===== src/rtl/boom_lsu_st.sv =====
// Shared LSU types and sizing for the refill line buffer.
// Provides line-buffer geometry constants and packed request structs
// used by boom_line_buffer and lb_beat_tracker.
package boom_lsu_st;

  localparam int nMSHRs                 = 4;
  localparam int cacheDataBeats         = 4;
  localparam int beatBits               = 128;
  localparam int log2CeilcacheDataBeats = $clog2(cacheDataBeats);
  localparam int log2CeilnMSHRs         = $clog2(nMSHRs);

  typedef logic [log2CeilnMSHRs-1:0]         lb_id_t;
  typedef logic [log2CeilcacheDataBeats-1:0] lb_off_t;
  typedef logic [beatBits-1:0]               lb_beat_t;

  typedef struct packed {
    lb_id_t   id;
    lb_off_t  offset;
    lb_beat_t data;
  } LineBufferWriteReqST;

  typedef struct packed {
    lb_id_t  id;
    lb_off_t offset;
  } LineBufferReadReqST;

endpackage


===== src/rtl/lb_beat_tracker.sv =====
// Per-entry, per-beat valid bitmap for the refill line buffer.
// Ports: set (write accept) and clear (entry invalidate) requests in;
// bitmap and per-entry line-full flags out. Clear applies before set.
module lb_beat_tracker
  import boom_lsu_st::*;
(
  input  logic                                       clock,
  input  logic                                       reset,
  input  logic                                       set_vld_i,
  input  lb_id_t                                     set_id_i,
  input  lb_off_t                                    set_offset_i,
  input  logic                                       clr_vld_i,
  input  lb_id_t                                     clr_id_i,
  output logic [nMSHRs-1:0][cacheDataBeats-1:0]      beat_valid_o,
  output logic [nMSHRs-1:0]                          line_full_o
);

  logic [nMSHRs-1:0][cacheDataBeats-1:0] bits_q, bits_d;

  // Clear first so a same-cycle write to the cleared entry survives.
  always_comb begin
    bits_d = bits_q;
    if (clr_vld_i) begin
      bits_d[clr_id_i] = '0;
    end
    if (set_vld_i) begin
      bits_d[set_id_i][set_offset_i] = 1'b1;
    end
  end

  always_ff @(posedge clock) begin
    if (reset) begin
      bits_q <= '0;
    end else begin
      bits_q <= bits_d;
    end
  end

  always_comb begin
    line_full_o = '0;
    for (int e = 0; e < nMSHRs; e++) begin
      line_full_o[e] = &bits_q[e];
    end
  end

  assign beat_valid_o = bits_q;

endmodule


===== src/rtl/boom_line_buffer.sv =====
// Refill line buffer: one cache line of storage per MSHR, written beat by
// beat from the refill path and read back with a fixed 1-cycle latency.
// Ports: write req (never back-pressured), read req (stalled by a write),
// read response (no back-pressure), entry clear, beat bitmap, line-full.
module boom_line_buffer
  import boom_lsu_st::*;
(
  input  logic                                clock,
  input  logic                                reset,
  input  logic                                i_lb_write_valid,
  output logic                                o_lb_write_ready,
  input  logic [log2CeilnMSHRs-1:0]           i_lb_write_id,
  input  logic [log2CeilcacheDataBeats-1:0]   i_lb_write_offset,
  input  logic [beatBits-1:0]                 i_lb_write_data,
  input  logic                                i_lb_read_valid,
  output logic                                o_lb_read_ready,
  input  logic [log2CeilnMSHRs-1:0]           i_lb_read_id,
  input  logic [log2CeilcacheDataBeats-1:0]   i_lb_read_offset,
  output logic                                o_lb_resp_valid,
  output logic [beatBits-1:0]                 o_lb_resp,
  output logic                                o_lb_resp_hit,
  input  logic                                i_clear_valid,
  input  logic [log2CeilnMSHRs-1:0]           i_clear_id,
  output logic [nMSHRs*cacheDataBeats-1:0]    o_beat_valid,
  output logic [nMSHRs-1:0]                   o_line_full
);

  LineBufferWriteReqST wr_req;
  LineBufferReadReqST  rd_req;
  logic                wr_id_ok;
  logic                rd_id_ok;
  logic                wr_acc;
  logic                rd_acc;

  logic [nMSHRs-1:0][cacheDataBeats-1:0] beat_valid;

  logic                resp_valid_q;
  logic [beatBits-1:0] resp_q, resp_d;
  logic                resp_hit_q, resp_hit_d;

  // Not reset: only beats with their valid bit set are meaningful.
  logic [beatBits-1:0] mem_q [nMSHRs][cacheDataBeats];

  assign wr_req = '{id: i_lb_write_id, offset: i_lb_write_offset, data: i_lb_write_data};
  assign rd_req = '{id: i_lb_read_id, offset: i_lb_read_offset};

  // Ids beyond nMSHRs can only exist when nMSHRs is not a power of two.
  if ((1 << log2CeilnMSHRs) == nMSHRs) begin : g_ids_dense
    assign wr_id_ok = 1'b1;
    assign rd_id_ok = 1'b1;
  end else begin : g_ids_sparse
    assign wr_id_ok = (wr_req.id < lb_id_t'(nMSHRs));
    assign rd_id_ok = (rd_req.id < lb_id_t'(nMSHRs));
  end

  // The single array port belongs to the write whenever one is presented.
  assign o_lb_write_ready = !reset;
  assign o_lb_read_ready  = !i_lb_write_valid;

  assign wr_acc = i_lb_write_valid && o_lb_write_ready && wr_id_ok;
  assign rd_acc = i_lb_read_valid && o_lb_read_ready;

  always_ff @(posedge clock) begin
    if (wr_acc) begin
      mem_q[wr_req.id][wr_req.offset] <= wr_req.data;
    end
  end

  lb_beat_tracker u_tracker (
    .clock        (clock),
    .reset        (reset),
    .set_vld_i    (wr_acc),
    .set_id_i     (wr_req.id),
    .set_offset_i (wr_req.offset),
    .clr_vld_i    (i_clear_valid),
    .clr_id_i     (i_clear_id),
    .beat_valid_o (beat_valid),
    .line_full_o  (o_line_full)
  );

  // Data and hit hold their last value; only the valid strobe pulses.
  always_comb begin
    resp_d     = resp_q;
    resp_hit_d = resp_hit_q;
    if (rd_acc) begin
      resp_d     = rd_id_ok ? mem_q[rd_req.id][rd_req.offset] : '0;
      resp_hit_d = rd_id_ok && beat_valid[rd_req.id][rd_req.offset];
    end
  end

  always_ff @(posedge clock) begin
    if (reset) begin
      resp_valid_q <= 1'b0;
      resp_q       <= '0;
      resp_hit_q   <= 1'b0;
    end else begin
      resp_valid_q <= rd_acc;
      resp_q       <= resp_d;
      resp_hit_q   <= resp_hit_d;
    end
  end

  assign o_lb_resp_valid = resp_valid_q;
  assign o_lb_resp       = resp_q;
  assign o_lb_resp_hit   = resp_hit_q;
  assign o_beat_valid    = beat_valid;

  a_wr_id_legal : assert property (@(posedge clock) disable iff (reset)
    i_lb_write_valid |-> wr_id_ok);
  a_rd_id_legal : assert property (@(posedge clock) disable iff (reset)
    i_lb_read_valid |-> rd_id_ok);

endmodule


===== config.mk =====
export PLATFORM = sky130hd
export DESIGN_NAME = boom_line_buffer
export DESIGN_NICKNAME = d
export VERILOG_FILES = /design/src/rtl/boom_lsu_st.sv /design/src/rtl/lb_beat_tracker.sv /design/src/rtl/boom_line_buffer.sv
export SDC_FILE = /design/constraint.sdc
export NUM_CORES = 2
export LEC_CHECK = 0
export CORE_UTILIZATION = 50
export CTS_CLUSTER_DIAMETER = 150
export CTS_CLUSTER_SIZE = 14
export DETAILED_ROUTE_END_ITERATION = 8
export HOLD_SLACK_MARGIN = 0.02
export PLACE_DENSITY = 0.75
export SLEW_MARGIN = 20
export SYNTH_ARGS = -nofsm -noshare
export SYNTH_HDL_FRONTEND = slang
export SYNTH_SLANG_ARGS = --single-unit

===== constraint.sdc =====
create_clock -name clock -period 26.8 [get_ports clock]
set_input_delay 4.02 -clock clock [delete_from_list [all_inputs] [get_ports clock]]
set_output_delay 4.02 -clock clock [all_outputs]
set_load 0.03 [all_outputs]

==> results.toml <==
[clock_tree]
holdBufCountCts = 0
cts_buffers = 175
cts.repair.resized = 0
clockRootBuffer = "clkbuf_16"
htreeDepth = 4
clkTransAtPathRegs_ns = 0.06
cts.sinks = 2194
clk_latency_ns = 0.81
cts_tree = "built"
post-cts-setup-buffer-count = 0
cts_buffer_depth = 3

[synthesis]
async_flop_share_pct = 0
synthDistinctLibCells = 37
synth_area_per_cell_um2 = 23.0
syn_inst = 3546
netlist_area_mm2 = 0.0817
synth_ff_type = "edfxtp_1"
synth_top_area_share_pct = 75.3
synthTopCellsByArea = "edfxtp_1 (75%), mux4_2 (14%), dfxtp_1 (3.6%)"
yosysSeqAreaShare_pct = 78.9
syn-num-nets = 3689
yosys.area.top_type = "edfxtp_1"
synth_edf_count = 2048
yosys_warnings = 0
synth-seq-cells = 2194

[setup_path]
r2r_slack_ns = 24.90
cp-end-kind = "output port"
cpLargestDelayFamily = "buffers and inverters"
cp.required_ns = 22.78
critical_path_depth = 4
path_cells = "clkdlybuf4s50_1 > inv_1 > buf_4 > clkdlybuf4s50_1"
crit_arrival_ns = 6.28
crit_top_cell = "clkdlybuf4s50_1"
rr_startpoint = "mem_q[0][373]"
worst-path-buf-inv = 4
worst-r2r-cell-count = 4
slowest_stage = "clkdlybuf4s50_1"
cp_max_fo = 40
r2r_end = "o_lb_resp[117]"
critPathMaxStageDelay_ns = 0.90
critPathLaunchType = "input pin"
startpoint = "reset"
crit_type = "in2out"

[route]
wirelength_um = 186000
wl_met1_um = 74100
dr_wl_met3_um = 17300
ant_nets = 0
viasPerCell = 6.18
via_count = 38200
wire_per_inst_um = 30.0
drt-initial-drc-count = 4427
first_pass_iters = 5
drc = 0
highest_layer = "met5"
route.met2.wl_um = 90500

[sta]
layout_worst_path_cycle_share_pct = 38.4
tightestPinTransition_ns = 1.17
rsz0062_at_grt = "no"
tns_ns = 0
hold_viol = 0
hold_ws_ns = 0.463
slew_violations = 0
finClkSkew_ns = 0.0349
fmax_mhz = 97.1
setup_viol = 0
layout_min_cycle_time_ns = 10.30
max_slew_margin_pct = 22.1

[cells_and_area]
final_nets = 4029
drive_gt1_share_pct = 21.8
final_cell_count_no_fill = 6185
final_core_util_pct = 57.1
area_delta_synth_final_pct = 12.8

[floorplan]
core-area_mm2 = 0.161
io_pins = 295
num_rows = 147
initial_core_util_pct = 50.6
dieArea_mm2 = 0.165
fp.dieW_um = 406
die_y_um = 406

[global_route]
antenna_found_initial = 42
grt_usage_pct = 22.8
grt_remaining_overflow = 0
grt_start_max_net_pins = 154
grt_pass1_vias = 39000
grt_pass1_wl_um = 268000

[pwr]
combPwrFrac_pct = 5.2
power.density_mw_per_mm2 = 71.1
p_int_mw = 5.20
netSwitchingFraction_pct = 20.7
leakage_nw = 28.3
irDropWorstVdd_mv = 0.0664
p_switching_mw = 1.36
pwr-share-clk_pct = 36.6
power_frac_seq_pct = 58.2

[min_path]
worstHoldEndpoint = "o_lb_resp[57]"
min-delay-start = "o_lb_resp[57]"
hold_depth = 2
hp-class = "reg2reg"

[placed_design]
portBuffers = 294
dp.cells = 5869
place_congestion = 0.734
dpl.hpwl_um = 91800

[job]
drv_cap = 0

[outcome]
status = "finished, final reports clean"
power by group through the flow:
stage	logic, mW	clock network (mW)	registers (mW)
floorplan	0.179	0	3.91
global placement	0.336	0	3.88
detailed placement	0.343	0	3.89
CTS	0.345	2.44	3.81
global route	0.363	2.56	3.82
finish	0.341	2.40	3.81
layout make-up:
class / instances / area (um2)
antenna: 9 / 22.5
fill: 11500 / 69200
clock buffer: 297 / 4940
tap: 2160 / 2700
multi-input combinational: 1157 / 16300
clock inverter: 10 / 179
sequential: 2194 / 64400
inverter: 2 / 7.51
timing repair buffer: 356 / 3560
per-stage QoR:
step	total power, mW	setup WS [ns]	instance area, um2
floorplan	4.09	12.75	81700
global placement	4.22	16.53	87000
detailed placement	4.23	16.51	87000
CTS	6.60	16.51	92100
global route	6.74	16.42	92100
finish	6.55	16.50	92100
synthesized netlist by cell type, types with 7 or more instances:
| master | count |
|---|---|
| a22oi_1 | 98 |
| buf_2 | 96 |
| buf_4 | 38 |
| buf_6 | 12 |
| clkbuf_1 | 46 |
| dfxtp_1 | 146 |
| edfxtp_1 | 2048 |
| mux2_2 | 81 |
| mux2i_1 | 88 |
| mux4_2 | 516 |
| nand2_1 | 92 |
| nand3_1 | 7 |
| nor2_1 | 73 |
| o211ai_1 | 86 |
| o21ai_0 | 39 |
| o22ai_1 | 39 |
cell usage in the layout, fill, tap and decap left out, types with 2 or more instances in the layout:
master,count
edfxtp_1,2048
mux4_2,516
clkdlybuf4s50_1,291
clkbuf_16,180
dfxtp_1,146
clkbuf_1,117
a22oi_1,98
nand2_1,91
mux2i_1,88
o211ai_1,86
mux2_2,81
nor2_1,59
buf_4,50
o22ai_1,39
o21ai_0,39
nor2_4,14
buf_12,10
diode_2,9
nand3_1,7
clkinv_8,5
nor3_2,4
and4_1,4
a21oi_1,4
nand2b_1,3
nand3b_1,3
a2bb2oi_1,3
buf_8,3
inv_1,2
nor2b_1,2
clkinv_16,2
inv_6,2
buf_6,2
routing by layer:
| metal | GRT usage, % | vias to the layer above |
|---|---|---|
| met5 | 0 | - |
| met2 | 36.6 | 1721 |
| met1 | 31.9 | 20500 |
| li1 | - | 15700 |
| met4 | 5.15 | 48 |
| met3 | 5.40 | 285 |
worst max path at each step:
stage	endpoint	slack, ns
final	o_lb_write_ready	16.50
after global routing	o_lb_write_ready	16.42
after CTS	o_lb_write_ready	16.51
after detailed placement	o_lb_write_ready	16.51
after global placement	o_lb_write_ready	16.53
after floorplan	mem_q[0][128]	12.75
registers in the layout (all words and copies together), names as in the netlist:
register,cells
u_tracker.beat_valid_o,16
o_lb_resp_valid,1
mem_q,2048
o_lb_resp_hit,1
o_lb_resp,128
kinds of logic (layout without fill, tap and decap cells):
logic type / after synthesis / count (layout) / synth area share (%)
DFF: 2194 / 2194 / 78.9
muxes: 685 / 685 / 16.4
AOI/OAI and AO/OA: 271 / 271 / 2.30
and+or+nand+nor: 201 / 201 / 1.06
buffers and inverters: 195 / 665 / 1.33
other: 0 / 9 / 0
worst register-to-register path, stage by stage (launching register included):
cell	delay, ns
edfxtp_1	0.37
mux4_2	0.48
mux2_2	0.29
o22ai_1	0.53
nor2_1	0.12
No activity file was read; power rests on OpenSTA's default activity.
